**src/rtl/controlador_entrada_pkg.sv**
```systemverilog
// Shared constants and types for the IN-instruction controller, the input mux and the control unit.
// No logic here; select codes and switch width must stay in sync with the register-file input mux.
package controlador_entrada_pkg;

    localparam int LARGURA_CHAVES = 14;

    // Register-file write-data mux select codes; 2'd2/2'd3 are reserved.
    localparam logic [1:0] SEL_MEM_ULA = 2'd0;
    localparam logic [1:0] SEL_ENTRADA = 2'd1;

    typedef logic [LARGURA_CHAVES-1:0] chaves_t;

    typedef enum logic [1:0] {
        OCIOSO           = 2'd0,
        ESPERA_SOLTAR    = 2'd1,
        ESPERA_PRESSIONA = 2'd2,
        CAPTURA          = 2'd3
    } estado_t;

endpackage

```
**src/rtl/filtro_botao.sv**
```systemverilog
// Confirm-button conditioning: 2-flop synchronizer, then a debounce counter when CONTROLADOR_ENTRADA_DEBOUNCE_EN is defined.
// Latency: 2 cycles to the synchronized level, plus DEBOUNCE_CICLOS with the filter enabled.
// Backpressure: none; free-running level filter.
module filtro_botao #(
    parameter int DEBOUNCE_CICLOS = 50000
) (
    input  logic clock,
    input  logic reset,
    input  logic botao_n,
    output logic pressionado
);

    if (DEBOUNCE_CICLOS < 1) begin : g_debounce_invalido
        $error("filtro_botao: DEBOUNCE_CICLOS must be at least 1");
    end

    logic sinc_1;
    logic sinc_2;

    // Reset to 1 so the button reads as released until real samples arrive.
    always_ff @(posedge clock) begin
        if (reset) begin
            sinc_1 <= 1'b1;
            sinc_2 <= 1'b1;
        end else begin
            sinc_1 <= botao_n;
            sinc_2 <= sinc_1;
        end
    end

`ifdef CONTROLADOR_ENTRADA_DEBOUNCE_EN
    localparam int LARG_CONT = (DEBOUNCE_CICLOS > 1) ? $clog2(DEBOUNCE_CICLOS) : 1;
    localparam logic [LARG_CONT-1:0] CONT_MAX = LARG_CONT'(DEBOUNCE_CICLOS - 1);

    logic [LARG_CONT-1:0] contador;
    logic                 filtrado;

    // Any sample agreeing with the filtered level restarts the count, so only
    // DEBOUNCE_CICLOS consecutive disagreeing samples flip the output.
    always_ff @(posedge clock) begin
        if (reset) begin
            filtrado <= 1'b1;
            contador <= '0;
        end else if (sinc_2 == filtrado) begin
            contador <= '0;
        end else if (contador == CONT_MAX) begin
            filtrado <= sinc_2;
            contador <= '0;
        end else begin
            contador <= contador + LARG_CONT'(1);
        end
    end

    assign pressionado = ~filtrado;
`else
    assign pressionado = ~sinc_2;
`endif

endmodule

```
**src/rtl/controlador_entrada.sv**
```systemverilog
// IN-instruction sequencer: stalls the core, waits for a fresh confirm press, latches the switches and strobes one register write.
// Latency: parar_pc rises one cycle after instr_entrada; CAPTURA follows a clean press by 3 cycles (+DEBOUNCE_CICLOS with CONTROLADOR_ENTRADA_DEBOUNCE_EN).
// Backpressure: none accepted; the controller itself back-pressures the core through parar_pc.
module controlador_entrada
    import controlador_entrada_pkg::*;
#(
    parameter int DATA_WIDTH      = 32,
    parameter int DEBOUNCE_CICLOS = 50000
) (
    input  logic                      clock,
    input  logic                      reset,
    input  logic                      instr_entrada,
    input  logic [LARGURA_CHAVES-1:0] chaves,
    input  logic                      botao_n,
    output logic [1:0]                in,
    output logic [LARGURA_CHAVES-1:0] dado_lido_entrada,
    output logic                      escrita_entrada,
    output logic                      parar_pc,
    output logic                      aguardando
);

    // The mux zero-extends dado_lido_entrada, so the datapath must hold the whole switch bank.
    if (DATA_WIDTH < LARGURA_CHAVES) begin : g_largura_invalida
        $error("controlador_entrada: DATA_WIDTH must be at least 14");
    end

    logic    pressionado;
    logic    pressionado_d1;
    logic    borda;
    estado_t estado;

    filtro_botao #(
        .DEBOUNCE_CICLOS(DEBOUNCE_CICLOS)
    ) u_filtro (
        .clock      (clock),
        .reset      (reset),
        .botao_n    (botao_n),
        .pressionado(pressionado)
    );

    assign borda = pressionado & ~pressionado_d1;

    always_ff @(posedge clock) begin
        if (reset) begin
            estado            <= OCIOSO;
            pressionado_d1    <= 1'b0;
            in                <= SEL_MEM_ULA;
            dado_lido_entrada <= '0;
            escrita_entrada   <= 1'b0;
            parar_pc          <= 1'b0;
            aguardando        <= 1'b0;
        end else begin
            pressionado_d1  <= pressionado;
            in              <= SEL_MEM_ULA;
            escrita_entrada <= 1'b0;

            case (estado)
                OCIOSO: begin
                    if (instr_entrada) begin
                        parar_pc <= 1'b1;
                        // A press already in progress belongs to an earlier action.
                        if (pressionado) begin
                            estado     <= ESPERA_SOLTAR;
                            aguardando <= 1'b0;
                        end else begin
                            estado     <= ESPERA_PRESSIONA;
                            aguardando <= 1'b1;
                        end
                    end else begin
                        parar_pc   <= 1'b0;
                        aguardando <= 1'b0;
                    end
                end

                ESPERA_SOLTAR: begin
                    if (!instr_entrada) begin
                        estado     <= OCIOSO;
                        parar_pc   <= 1'b0;
                        aguardando <= 1'b0;
                    end else if (!pressionado) begin
                        estado     <= ESPERA_PRESSIONA;
                        aguardando <= 1'b1;
                    end
                end

                ESPERA_PRESSIONA: begin
                    // Losing the instruction outranks a simultaneous press.
                    if (!instr_entrada) begin
                        estado     <= OCIOSO;
                        parar_pc   <= 1'b0;
                        aguardando <= 1'b0;
                    end else if (borda) begin
                        estado            <= CAPTURA;
                        dado_lido_entrada <= chaves;
                        in                <= SEL_ENTRADA;
                        escrita_entrada   <= 1'b1;
                        parar_pc          <= 1'b0;
                        aguardando        <= 1'b0;
                    end
                end

                CAPTURA: begin
                    estado     <= OCIOSO;
                    parar_pc   <= 1'b0;
                    aguardando <= 1'b0;
                end

                default: begin
                    estado     <= OCIOSO;
                    parar_pc   <= 1'b0;
                    aguardando <= 1'b0;
                end
            endcase
        end
    end

endmodule

```
**config.mk**
```make
export PLATFORM = sky130hd
export DESIGN_NAME = controlador_entrada
export DESIGN_NICKNAME = d
export VERILOG_FILES = /design/src/rtl/controlador_entrada_pkg.sv /design/src/rtl/filtro_botao.sv /design/src/rtl/controlador_entrada.sv
export SDC_FILE = /design/constraint.sdc
export NUM_CORES = 1
export LEC_CHECK = 0
export CORE_AREA = 2 2 49 51
export CTS_CLUSTER_SIZE = 12
export DETAILED_ROUTE_END_ITERATION = 8
export DIE_AREA = 0 0 51 53
export DONT_BUFFER_PORTS = 1
export GPL_ROUTABILITY_DRIVEN = 0
export RECOVER_POWER = 25
export SKIP_CTS_REPAIR_TIMING = 1
export SLEW_MARGIN = 20
export SYNTH_ARGS = -nofsm -noshare
export SYNTH_HDL_FRONTEND = slang
export SYNTH_SLANG_ARGS = --single-unit
```
**constraint.sdc**
```tcl
create_clock -name clock -period 1.75 [get_ports clock]
set_input_delay 0.4375 -clock clock [delete_from_list [all_inputs] [get_ports clock]]
set_output_delay 0.4375 -clock clock [all_outputs]
set_load 0.02 [all_outputs]
```
# Word-level counts from Yosys, hierarchy flattened
# Index checks and enable logic that the tools add are counted.
[word_totals] in_bits=18 out_inout_bits=19 elab_cells=46 ff_bits=24
[op_classes] eq_ne=7 bitwise=5 reduce_logical=6 muxes=19
[op_table] cell="2-bit two-way mux" count=6
[op_table] cell="1-bit two-way mux" count=10
[op_table] cell="1-bit case mux with 4 select lines" count=2
[op_table] cell="2-bit case mux with 4 select lines" count=1
[op_table] cell="3-bit AND reduction" count=2
[op_table] cell="2-bit == test, second input constant" count=2
[op_table] cell="2-bit != test, second input constant" count=2
[op_table] cell="1-bit inverter" count=4
[op_table] cell="2-bit AND reduction" count=2
[op_table] cell="3-bit by 2-bit != test with 1-bit output, second input constant" count=1
[op_table] cell="3-bit != test, second input constant" count=1
[op_table] cell="3-bit OR reduction" count=1
[op_table] cell="2-bit by 1-bit == test with 1-bit output, second input constant" count=1
[op_table] cell="2-bit zero test" count=1
[op_table] cell="1-bit bitwise AND" count=1

# Longest topological paths before layout
[logic_depth] ltp_word=5 mapped_depth=4 ltp_nobuf=3

# Hierarchy
# Synthesis repeated with hierarchy kept, for this count alone.
[hier_totals] cells_unflattened=94 hier_area_um2=980.9
[by_module_without_submodules] module="controlador_entrada" area_each_um2=924.6 n_inst=1 seq_area_each_um2=400.4 cells_per_inst=89
[by_module_without_submodules] module="filtro_botao" area_each_um2=56.3 n_inst=1 seq_area_each_um2=40.0 cells_per_inst=5

# Worst setup path after synthesis
# Ideal clock, no wire load.
[synth_timing] path_type="register to register" startpoint="register u_filtro.sinc_2" endpoint="register dado_lido_entrada[0]" synth_period_minus_slack_ns=1.301 stages_incl_launch_ff=5 setup_ns=0.072 t_arrival_ns=1.229 path_slack_ns=0.449 n_path_buf=2 required_ns=1.678 path_cell_list="dfxtp_1 > buf_6 > nor4_4 > buf_6 > mux2i_1"
[synth_between] elab_chain_len=3
[synth_lines] item="start, declared" line_no="filtro_botao.sv:18" rtl="logic sinc_2;"
[synth_lines] item="start signal, assigned" line_no="filtro_botao.sv:27" rtl="sinc_2 <= sinc_1;"
[synth_lines] item="1-bit inverter" line_no="filtro_botao.sv:56" rtl="assign pressionado = ~sinc_2;"
[synth_lines] item="1-bit bitwise AND" line_no="controlador_entrada.sv:41" rtl="assign borda = pressionado & ~pressionado_d1;"
[synth_lines] item="3-bit AND reduction (no source line)"
[synth_lines] item="end signal, assigned" line_no="controlador_entrada.sv:94" rtl="dado_lido_entrada <= chaves;"
[synth_lines] item="end, declared" line_no="controlador_entrada.sv:16" rtl="output logic [LARGURA_CHAVES-1:0] dado_lido_entrada,"
# No other way between the ends.
# A chain may end at the register's enable or synchronous reset.

# Final worst setup path
[layout_timing] startpoint="register in[0]" endpoint="output in[0]"
[layout_rtl] item="start, declared" line_no="controlador_entrada.sv:15" rtl="output logic [1:0] in,"
[layout_rtl] item="start signal, assigned" line_no="controlador_entrada.sv:47" rtl="in <= SEL_MEM_ULA;"
[layout_rtl] item="start signal, assigned" line_no="controlador_entrada.sv:54" rtl="in <= SEL_MEM_ULA;"
[layout_rtl] item="start signal, assigned" line_no="controlador_entrada.sv:95" rtl="in <= SEL_ENTRADA;"
# No word-level cell between the ends.

==> results.txt <==
* Final setup violation count: 0
- The floorplan has 17 rows.
- Finished Core Util: 0.464
- After synthesis the cells add up to 942 um2.
- Worst setup SP type: flop
- The synthesized design contains 22 register bits.
- Data on the critical path is required at its endpoint by 1.31 ns.
* Arrival @ worst endpoint: 0.87 ns
* Synthesized-area fraction occupied by ao, oa, aoi and oai cells: 0.0505
* Maximum number of pins on one net before global-route repair: 34
- In this run the worst path has a maximum fanout of 2.
- Count of placed standard cells including taps: about 120
* Total half-perimeter wirelength after legalization and detailed placement: about 1000 um
- The share of the Yosys chip area taken by registers is 0.467.
* GR met3 Demand/Resource: 0.0395
* Wire length of the first global-routing pass: approximately 2500 um
- Mux share of post-synthesis cell area: 0.159
- Areal power density over the cells: ~960 mW/mm2
- CP Class: reg -> out
* Average wire length per cell after detail routing: 12.3 um
- The repair_antennas step left the layout with diodes totalling 0.
* Initial Util: 0.439
- For this run, global-route usage on met1 was measured as 0.153.
- Maxcap violations: 0
- The die covers about 0.0027 mm2.
* Share of layout cells above drive strength 1: 0.110
- Setup TNS: 0 ns
* Final net count: 110
- Clock latency of the later-clocked register in the worst-skew pair: 0.31 ns
* Max frequency: around 760 MHz
- Max clock buf depth: 2
- STA classifies the critical path endpoint as a primary output.
* GRT busiest layer: met2
- Once layout is complete, the cells apart from fillers number 119.
- Largest voltage drop on the vdd net: between 400 and 500 uV
- The synthesized netlist contains 19 unique library cells.
- Of the post-synthesis cell area, the dominant cell type holds 0.467.
* Static leakage: approximately 0.00034 uW
- Before antenna repair, the detailed router went through 3 iterations.
* Arithmetic-cell share of the synthesized area counting full adders, half adders and majority gates: 0
- Syn_area_per_cell: between 10 and 15 um2
- The routed design has between 1000 and 1500 um of wire.
* Vias post-DR: 577
- # fillers: between 200 and 250
* Top-level I/O count: 37
- After detailed routing, the number of vias per cell comes to roughly 4.8.
- In the finished design, the share of the clock period the worst path needs comes to 0.748.
- Cts bufs inserted: 3
* Clock tree root driver cell: sky130_fd_sc_hd__clkbuf_4
- Number of slew-limit violations in the final report: 0
- The flow ran to the end, and the final reports show no timing, DRC or antenna violations.
* RSZ-0062 raised after global routing: false
- For met2 alone, demand over resource in global routing was 0.186.
* Cell count after synthesis: 92
- Net Count, Synth: 110
* Total routing usage reported by global routing: 0.123
* Simple-gate share of the synthesized area: 0.259
* Area leader, netlist: sky130_fd_sc_hd__dfxtp_1
- Post-layout power: around 950 uW
- CTS built an H-tree with a depth of 1.
* Largest family of logic cells by synthesized area: simple AND/OR/NAND/NOR gates
- DR DRC count: 0
- The die is 53 um tall.
- Initial antenna violation count: 0
- Type of the most critical hold path: in -> reg
* Core area: 0.00215 mm2
- Final global-route overflow total: 0
- The final hold violation count was 0.
- Of the total synthesized cell area, the portion taken by XOR and XNOR cells is 0.
- TritonCTS clock tree: done
- Top post-synthesis cells by area: sky130_fd_sc_hd__dfxtp_1, sky130_fd_sc_hd__nand2b_1, sky130_fd_sc_hd__mux2i_1, sky130_fd_sc_hd__buf_6, sky130_fd_sc_hd__nor4_4
- Horizontal die dimension: between 50 and 60 um
- Post-DRT Antenna Nets: 0
- For this design, the sink count on the clock tree is 22.
- Vias in the first global route: around 570
- Initial detailed-routing violation count: 1
- After clock tree synthesis, the clock-pin slew on the worst setup and hold paths is between 0.1 and 0.15 ns.
- The clock period could shrink to around 1.3 ns.
- During placement, the flow inserted port buffers numbering 0.
- Total of warnings raised by yosys: 0
- From synthesis to final layout, the design area changed by 5.71%.
- For the final database, setup skew stands at around 0.011 ns.
-- area by class of cell --
type,count,area (um2),share of cell area
Clock inverter,1,30.0,0.0302
Clock buffer,3,22.5,0.0226
Multi-Input combinational cell,61,445,0.447
Timing Repair Buffer,2,15.0,0.0151
Inverter,2,7.51,0.00754
Tap cell,28,35.0,0.0352
Sequential cell,22,440,0.442
-- layout by cell type (no fill, tap or decap), types with 2 or more instances in the layout --
cell                        n
sky130_fd_sc_hd__mux2i_1   15
sky130_fd_sc_hd__buf_4      2
sky130_fd_sc_hd__clkbuf_4   3
sky130_fd_sc_hd__a21oi_1    3
sky130_fd_sc_hd__inv_1      2
sky130_fd_sc_hd__nand2b_1  29
sky130_fd_sc_hd__nor2_1     3
sky130_fd_sc_hd__or2_2      2
sky130_fd_sc_hd__dfxtp_1   22
-- flip-flops by register name, summed over array words and instances, names as in the netlist --
name and cells:
aguardando 1, dado_lido_entrada 14, estado 2, in 1, parar_pc 1, pressionado_d1 1
u_filtro.sinc_1 1, u_filtro.sinc_2 1
-- per-stage QoR --
| step | setup slack (ns) | area, um2 | hold slack, ns |
|---|---|---|---|
| 5_1_grt | 0.404 | 996 | 0.153 |
| 4_1_cts | 0.422 | 996 | 0.166 |
| 2_1_floorplan | 0.449 | 942 | 0.389 |
| 6_report | 0.441 | 996 | 0.173 |
| 3_3_place_gp | 0.599 | 943 | 0.396 |
| 3_5_place_dp | 0.540 | 943 | 0.394 |
-- kinds of logic (layout without fill, tap and decap cells) --
group                  Yosys count  after routing
flip-flops                      22             22
AND/OR/NAND/NOR                 38             38
other                            1              1
AO/OA/AOI/OAI                    7              7
buffers and inverters            9              8
multiplexers                    15             15
-- cell usage after synthesis --
cell / number
sky130_fd_sc_hd__o21bai_1: 1
sky130_fd_sc_hd__nor3_1: 1
sky130_fd_sc_hd__o32a_1: 1
sky130_fd_sc_hd__nor2_1: 3
sky130_fd_sc_hd__inv_1: 2
sky130_fd_sc_hd__dfxtp_1: 22
sky130_fd_sc_hd__conb_1: 1
sky130_fd_sc_hd__or2_2: 2
sky130_fd_sc_hd__o211ai_1: 1
sky130_fd_sc_hd__buf_4: 2
sky130_fd_sc_hd__nand2_2: 1
sky130_fd_sc_hd__mux2i_1: 15
sky130_fd_sc_hd__buf_6: 2
sky130_fd_sc_hd__nor4_4: 1
sky130_fd_sc_hd__nor2b_1: 1
sky130_fd_sc_hd__nand2b_1: 29
sky130_fd_sc_hd__a21oi_1: 3
sky130_fd_sc_hd__clkbuf_1: 3
sky130_fd_sc_hd__o21a_1: 1
-- power by group --
part / switching, uW / internal, uW / leakage, uW / total [uW]
combinational: 13.8 / 24.6 / 0.000133 / 38.4
clock: 155 / 231 / 0.0000279 / 387
sequential: 16.2 / 510 / 0.000179 / 527
total: 185 / 766 / 0.000339 / 951
-- final timing paths --
check                  startpoint                   end  slack (ns)  cells past startpoint
hold / removal              reset        pressionado_d1        0.17                      1
setup / recovery            in[0]                 in[0]        0.44                      0
setup reg to reg  u_filtro.sinc_2  dado_lido_entrada[0]        0.53                      3
hold reg to reg   u_filtro.sinc_1       u_filtro.sinc_2        0.42                      1
-- routing by layer --
metal,vias to the layer above,part of all wire
li1,292,-
met1,254,0.48
met2,27,0.40
met3,4,0.10
met4,0,0.021
met5,-,0
Power figures use the tool's default switching activity.
